### src/rtl/wb_sdram_port_arbiter.sv
// -----------------------------------------------------------------------------
// wb_sdram_port_arbiter
//
// Two-master Wishbone B3 arbiter. The CPU instruction bus (m0) and data bus (m1)
// share the single SDRAM controller slave port. All logic runs in the wb_clk
// domain.
//
// Arbitration is round-robin. A master holds its grant for the whole wb cycle
// (for as long as its cyc stays high), so incrementing bursts are never split.
// Slave-side outputs are combinational muxes driven by the registered grant.
// Once a master is granted, ack and err reach it with zero added latency.
//
// Optional feature (compile-time macro WB_ARB_TIMEOUT_EN):
//   Adds a watchdog. If a granted strobe gets no ack or err for TIMEOUT_CYCLES
//   cycles, the arbiter
//     - pulses err to the granted master for one cycle, and
//     - forces s_cyc_o/s_stb_o low for that cycle and the one after it.
//   When the macro is undefined there is no counter, and err is a plain
//   passthrough of s_err_i.
//
// Ports
//   wb_clk_i, wb_rst_i     clock; synchronous active-high reset
//   mN_adr_i ... mN_bte_i  Wishbone master request signals (N = 0, 1)
//   mN_dat_o               slave read data, broadcast to both masters
//   mN_ack_o, mN_err_o     response; only the granted master sees it
//   s_*_o                  request muxed from the granted master (0 when idle)
//   s_dat_i, s_ack_i,
//   s_err_i                SDRAM controller response
//   grant_o                one-hot grant {m1, m0}; 00 = idle
// -----------------------------------------------------------------------------
module wb_sdram_port_arbiter #(
   parameter int AW             = 32,
   parameter int DW             = 32,
   parameter int TIMEOUT_CYCLES = 1024
) (
   input  logic              wb_clk_i,
   input  logic              wb_rst_i,
   // master 0 (instruction bus)
   input  logic [AW-1:0]     m0_adr_i,
   input  logic [DW-1:0]     m0_dat_i,
   input  logic [DW/8-1:0]   m0_sel_i,
   input  logic              m0_we_i,
   input  logic              m0_cyc_i,
   input  logic              m0_stb_i,
   input  logic [2:0]        m0_cti_i,
   input  logic [1:0]        m0_bte_i,
   output logic [DW-1:0]     m0_dat_o,
   output logic              m0_ack_o,
   output logic              m0_err_o,
   // master 1 (data bus)
   input  logic [AW-1:0]     m1_adr_i,
   input  logic [DW-1:0]     m1_dat_i,
   input  logic [DW/8-1:0]   m1_sel_i,
   input  logic              m1_we_i,
   input  logic              m1_cyc_i,
   input  logic              m1_stb_i,
   input  logic [2:0]        m1_cti_i,
   input  logic [1:0]        m1_bte_i,
   output logic [DW-1:0]     m1_dat_o,
   output logic              m1_ack_o,
   output logic              m1_err_o,
   // slave (SDRAM controller)
   output logic [AW-1:0]     s_adr_o,
   output logic [DW-1:0]     s_dat_o,
   output logic [DW/8-1:0]   s_sel_o,
   output logic              s_we_o,
   output logic              s_cyc_o,
   output logic              s_stb_o,
   output logic [2:0]        s_cti_o,
   output logic [1:0]        s_bte_o,
   input  logic [DW-1:0]     s_dat_i,
   input  logic              s_ack_i,
   input  logic              s_err_i,
   // debug
   output logic [1:0]        grant_o
);

   typedef enum logic [1:0] {
      IDLE = 2'd0,
      GNT0 = 2'd1,
      GNT1 = 2'd2
   } state_t;

   state_t state, state_nxt;
   logic   last, last_nxt;   // master that was served most recently
   logic   gcyc, gstb;       // cyc/stb of the granted master
   logic   kill;             // watchdog forcing the slave cycle off
   logic   timeout;          // watchdog expiry pulse

   // ---------------------------------------------------------------------------
   // Grant state register
   // ---------------------------------------------------------------------------
   always_ff @(posedge wb_clk_i) begin
      if (wb_rst_i) begin
         state <= IDLE;
         last  <= 1'b1;      // m0 wins the first contention
      end else begin
         state <= state_nxt;
         last  <= last_nxt;
      end
   end

   always_comb begin
      state_nxt = state;
      last_nxt  = last;
      case (state)
         IDLE: begin
            if (m0_cyc_i && m1_cyc_i) state_nxt = last ? GNT0 : GNT1;
            else if (m0_cyc_i)        state_nxt = GNT0;
            else if (m1_cyc_i)        state_nxt = GNT1;
         end
         GNT0: begin
            if (!m0_cyc_i) begin
               last_nxt  = 1'b0;
               // hand straight over when the other master is waiting
               state_nxt = m1_cyc_i ? GNT1 : IDLE;
            end
         end
         GNT1: begin
            if (!m1_cyc_i) begin
               last_nxt  = 1'b1;
               state_nxt = m0_cyc_i ? GNT0 : IDLE;
            end
         end
         default: state_nxt = IDLE;
      endcase
   end

   // ---------------------------------------------------------------------------
   // Slave-side mux on the registered grant; everything is zero when idle
   // ---------------------------------------------------------------------------
   always_comb begin
      s_adr_o = '0;
      s_dat_o = '0;
      s_sel_o = '0;
      s_we_o  = 1'b0;
      s_cti_o = '0;
      s_bte_o = '0;
      gcyc    = 1'b0;
      gstb    = 1'b0;
      case (state)
         GNT0: begin
            s_adr_o = m0_adr_i;
            s_dat_o = m0_dat_i;
            s_sel_o = m0_sel_i;
            s_we_o  = m0_we_i;
            s_cti_o = m0_cti_i;
            s_bte_o = m0_bte_i;
            gcyc    = m0_cyc_i;
            gstb    = m0_stb_i;
         end
         GNT1: begin
            s_adr_o = m1_adr_i;
            s_dat_o = m1_dat_i;
            s_sel_o = m1_sel_i;
            s_we_o  = m1_we_i;
            s_cti_o = m1_cti_i;
            s_bte_o = m1_bte_i;
            gcyc    = m1_cyc_i;
            gstb    = m1_stb_i;
         end
         default: ;
      endcase
   end

   // A reset asserted mid-transfer drops the slave cycle immediately.
   // The controller shares this reset and aborts in the same cycle.
   assign s_cyc_o = gcyc & ~kill & ~wb_rst_i;
   assign s_stb_o = gstb & ~kill & ~wb_rst_i;

`ifdef WB_ARB_TIMEOUT_EN
   // ---------------------------------------------------------------------------
   // Watchdog: counts strobe cycles that have not yet received a response
   // ---------------------------------------------------------------------------
   localparam int            CW       = $clog2(TIMEOUT_CYCLES + 1);
   localparam logic [CW-1:0] CNT_LAST = CW'(TIMEOUT_CYCLES - 1);

   logic [CW-1:0] wd_cnt;
   logic          wd_hold;   // keeps the slave cycle off one more cycle

   // Fires on the TIMEOUT_CYCLES-th consecutive unanswered strobe cycle.
   assign timeout = gstb & ~s_ack_i & ~s_err_i & ~wb_rst_i & (wd_cnt == CNT_LAST);
   assign kill    = timeout | wd_hold;

   always_ff @(posedge wb_clk_i) begin
      if (wb_rst_i) begin
         wd_cnt  <= '0;
         wd_hold <= 1'b0;
      end else begin
         wd_hold <= timeout;
         if (!s_stb_o || s_ack_i || s_err_i) wd_cnt <= '0;
         else                                wd_cnt <= wd_cnt + 1'b1;
      end
   end
`else
   logic unused_timeout_cfg;
   assign unused_timeout_cfg = (TIMEOUT_CYCLES != 0);
   assign timeout = 1'b0;
   assign kill    = 1'b0;
`endif

   // ---------------------------------------------------------------------------
   // Response routing: only the granted master sees ack/err
   // ---------------------------------------------------------------------------
   assign m0_dat_o = s_dat_i;
   assign m1_dat_o = s_dat_i;
   assign m0_ack_o = (state == GNT0) & s_ack_i & ~wb_rst_i;
   assign m1_ack_o = (state == GNT1) & s_ack_i & ~wb_rst_i;
   assign m0_err_o = (state == GNT0) & (s_err_i | timeout) & ~wb_rst_i;
   assign m1_err_o = (state == GNT1) & (s_err_i | timeout) & ~wb_rst_i;

   assign grant_o  = {state == GNT1, state == GNT0};

endmodule

### config.mk
export PLATFORM = sky130hd
export DESIGN_NAME = wb_sdram_port_arbiter
export DESIGN_NICKNAME = d
export VERILOG_FILES = /design/src/rtl/wb_sdram_port_arbiter.sv
export SDC_FILE = /design/constraint.sdc
export NUM_CORES = 1
export LEC_CHECK = 0
export ABC_CLOCK_PERIOD_IN_PS = 1400
export CORE_AREA = 5 5 127 129
export DETAILED_ROUTE_END_ITERATION = 10
export DIE_AREA = 0 0 132 134
export RECOVER_POWER = 100
export SYNTH_ARGS = -nofsm -noshare
export SYNTH_HDL_FRONTEND = slang
export SYNTH_SLANG_ARGS = --single-unit
### constraint.sdc
create_clock -name wb_clk_i -period 1.4 [get_ports wb_clk_i]
set_input_delay 0.21 -clock wb_clk_i [delete_from_list [all_inputs] [get_ports wb_clk_i]]
set_output_delay 0.21 -clock wb_clk_i [all_outputs]
set_load 0.01 [all_outputs]
==> metrics.txt <==
status=finished with violations; violated checks=setup timing; clk root buf=clkbuf_16; mux share of post-synthesis cell area=0%; Die Y=134 um; CP bufs+invs=5; clock transition at the registers of the reported paths=0.03 ns; grt ovf=0; layout net count=683; yosys warns=0; setup ws final=-0.433 ns; Mapped Nets=467; critical path's largest stage delay=0.35 ns; total number of H-tree levels=1; first-pass GRT wire length=19.7 mm; CP Data Arrival Time=1.62 ns; Avg WL per Cell=20.6 um; final wirelength=13.9 mm; CTS Buf Count=3; Tightest Pin Transition=0.299 ns; post-route cell area=5610 um^2; Top cell by count, worst path=buf_6; final setup vio count=83; Synth Area in Adders=3.24%; Int Power=3.78 mW; global-route usage over all layers=14.1%; area fraction in compound gates after synthesis=33.8%; io pins=334; Avg Vias per Cell=4.33; hold depth=0; CTS max path bufs=2; slowest stage cell, crit path=dfxtp_4; Top delay family on crit path=buffers and inverters; Startpoint Class=register; CP Capture Type=output pin; final hold violations=0; share of cells above drive strength 1=60.1%; min-delay src=s_dat_i[16]; Placer Congestion=0.753; max_cap viols=0; remaining antenna violation count=0; count of cell types in the netlist=25; Tot Pwr=6.03 mW; initial antenna violation count=0; dpl hpwl=8.28 mm; f_max=546 MHz; Iter 0 DRT Violations=85; via count=2934; met2 Resource Use GR=27.8%; DRT Pass-1 Iters=4; placed cell areas=4340 um^2; Hold WC Path Type=input pin to output pin; Clk network pwr share=7.5%; Hold EP=m0_dat_o[16]; Rows=45; FF+latch count, synth=3; worst reg2reg path depth=9; unrepaired setup endpoints after global routing=yes; largest net degree at the start of global routing=20; TritonCTS Sinks=3; most common cell after layout, fill and taps aside=clkdlybuf4s50_1; ranking of synthesized cells by area=a22oi_1 (30%), buf_4 (25%), nor2b_1 (24%); R2R Path End=state[1]; fin util=37.6%; Seq/Total Area, Yosys=3.11%; grt met1 use=15.2%; Gate power share=90.2%; final hold slack=0.420 ns; net switching power figure=2.26 mW; Final period util=131%; number of global-route vias before repair=3272; switch share=37.4%; Clock Skew=0.00177 ns; gr busiest metal=met2; Area Overhead vs Synth=190%; IO buf count=237; Leak=2.08 nW; Cells after Synth=274; maximum VDD drop=378 uV; # diodes=0; PwrDens=1080 nW/um^2; CP required=1.19 ns; clk_lat worst skew=0.22 ns; worst path cell trace=buf_6 -> ha_4 -> buf_6 -> buf_12 -> buf_16 -> a22oi_2 -> nor2b_4 -> buf_6; fin. max-slew vios=0; RR Startpoint=state[0]; Synth Area in Simple Gates=28.3%; Yosys top cell area share=29.6%; Filler Cell Count=1454; initial core utilization=12.9%; Die W=132 um; XOR/XNOR Fraction of Synth Area=0%; Syn Area/Cell=7.05 um^2; die area=17700 um^2; detailed-route DRC error count=0; core area=14900 um^2; Seq pwr share=2.3%; Synth area leader=a22oi_1; Netlist Area Pre-Place=1930 um^2; grt met3 use=3.64%; commonest non-fill, non-tap cells in the layout=clkdlybuf4s50_1 (155), a22oi_2 (75), buf_2 (52); Fin Setup TNS=-28.70 ns; WS Path Type=register to output pin; Worst slew margin=80.0%; CTS tree=built; maximum fanout along the worst path=5; largest family of logic cells by synthesized area=compound AO/OA/AOI/OAI gates; internal reg-to-reg setup slack=-0.33 ns; post-layout minimum cycle time=1.83 ns
[flip-flops by register name, indices dropped and copies added, names as in the netlist]
name,count
last,1
state,2
[final cells by class]
class	count	area (um^2)	share of cell area, %
repair buffers	301	3220	57.4
inverters	3	18.8	0.335
well taps	188	235	4.19
clock buffers	4	78.8	1.41
flip-flops and latches	3	67.6	1.20
multi-input cells	178	1990	35.5
[worst max path at each step]
stage	from	end	slack [ns]	cells after the start
finish	state[0]	s_adr_o[12]	-0.43	8
detailed placement	state[0]	s_adr_o[17]	-0.66	6
global route	state[0]	s_adr_o[4]	-0.48	8
CTS	state[0]	s_adr_o[12]	-0.46	8
global placement	state[0]	s_adr_o[17]	-0.64	6
floorplan	state[0]	s_adr_o[18]	-0.007	5
[metal layers]
layer  wire (um)  share of wire [%]  up-vias
li1            -                  -     1352
met1        5160                 37     1394
met2        7560                 54      158
met3         966                6.9       30
met4         255                1.8        0
met5           0                  0        -
[synth_stat cells (all sizes together)]
library cell and instances:
nor2 3, nand3b 1, clkbuf 17, buf 73, a211oi 1, a211o 1, dfxtp 3, a21boi 1
inv 3, a22oi 77, a21o 1, a21oi 2, a32oi 1, nand2 1, o21ai 1, ha 5
o22ai 1, nand2b 4, and3b 4, nor2b 74
[through the flow]
step                setup WS (ns)  cells
CTS                        -0.458    671
global route               -0.483    677
global placement           -0.643    626
detailed placement         -0.659    626
finish                     -0.433    677
floorplan                -0.00732    274
[power by group through the flow]
stage / sequential, mW / combinational (mW) / clock, mW
global route: 0.142 / 5.75 / 0.477
floorplan: 0.123 / 1.82 / 0
CTS: 0.136 / 5.09 / 0.463
finish: 0.138 / 5.44 / 0.452
global placement: 0.120 / 3.00 / 0
detailed placement: 0.121 / 3.07 / 0
[kinds of logic after synthesis]
group / count (synthesis)
adder cells (fa/ha/maj): 5
AND/OR/NAND/NOR: 87
AO/OA/AOI/OAI: 86
buffers and inverters: 93
flip-flops: 3
[repair_timing]
action / CTS / global route
hold buffers: 0 / 0
pin swaps: 51 / 26
endpoints found under the setup margin: 85 / 85
gates cloned: 16 / 6
buffers inserted: 25 / 5
hold endpoints to repair: 0 / 0
resized for setup: 463 / 46
Power figures use the tool's default switching activity.
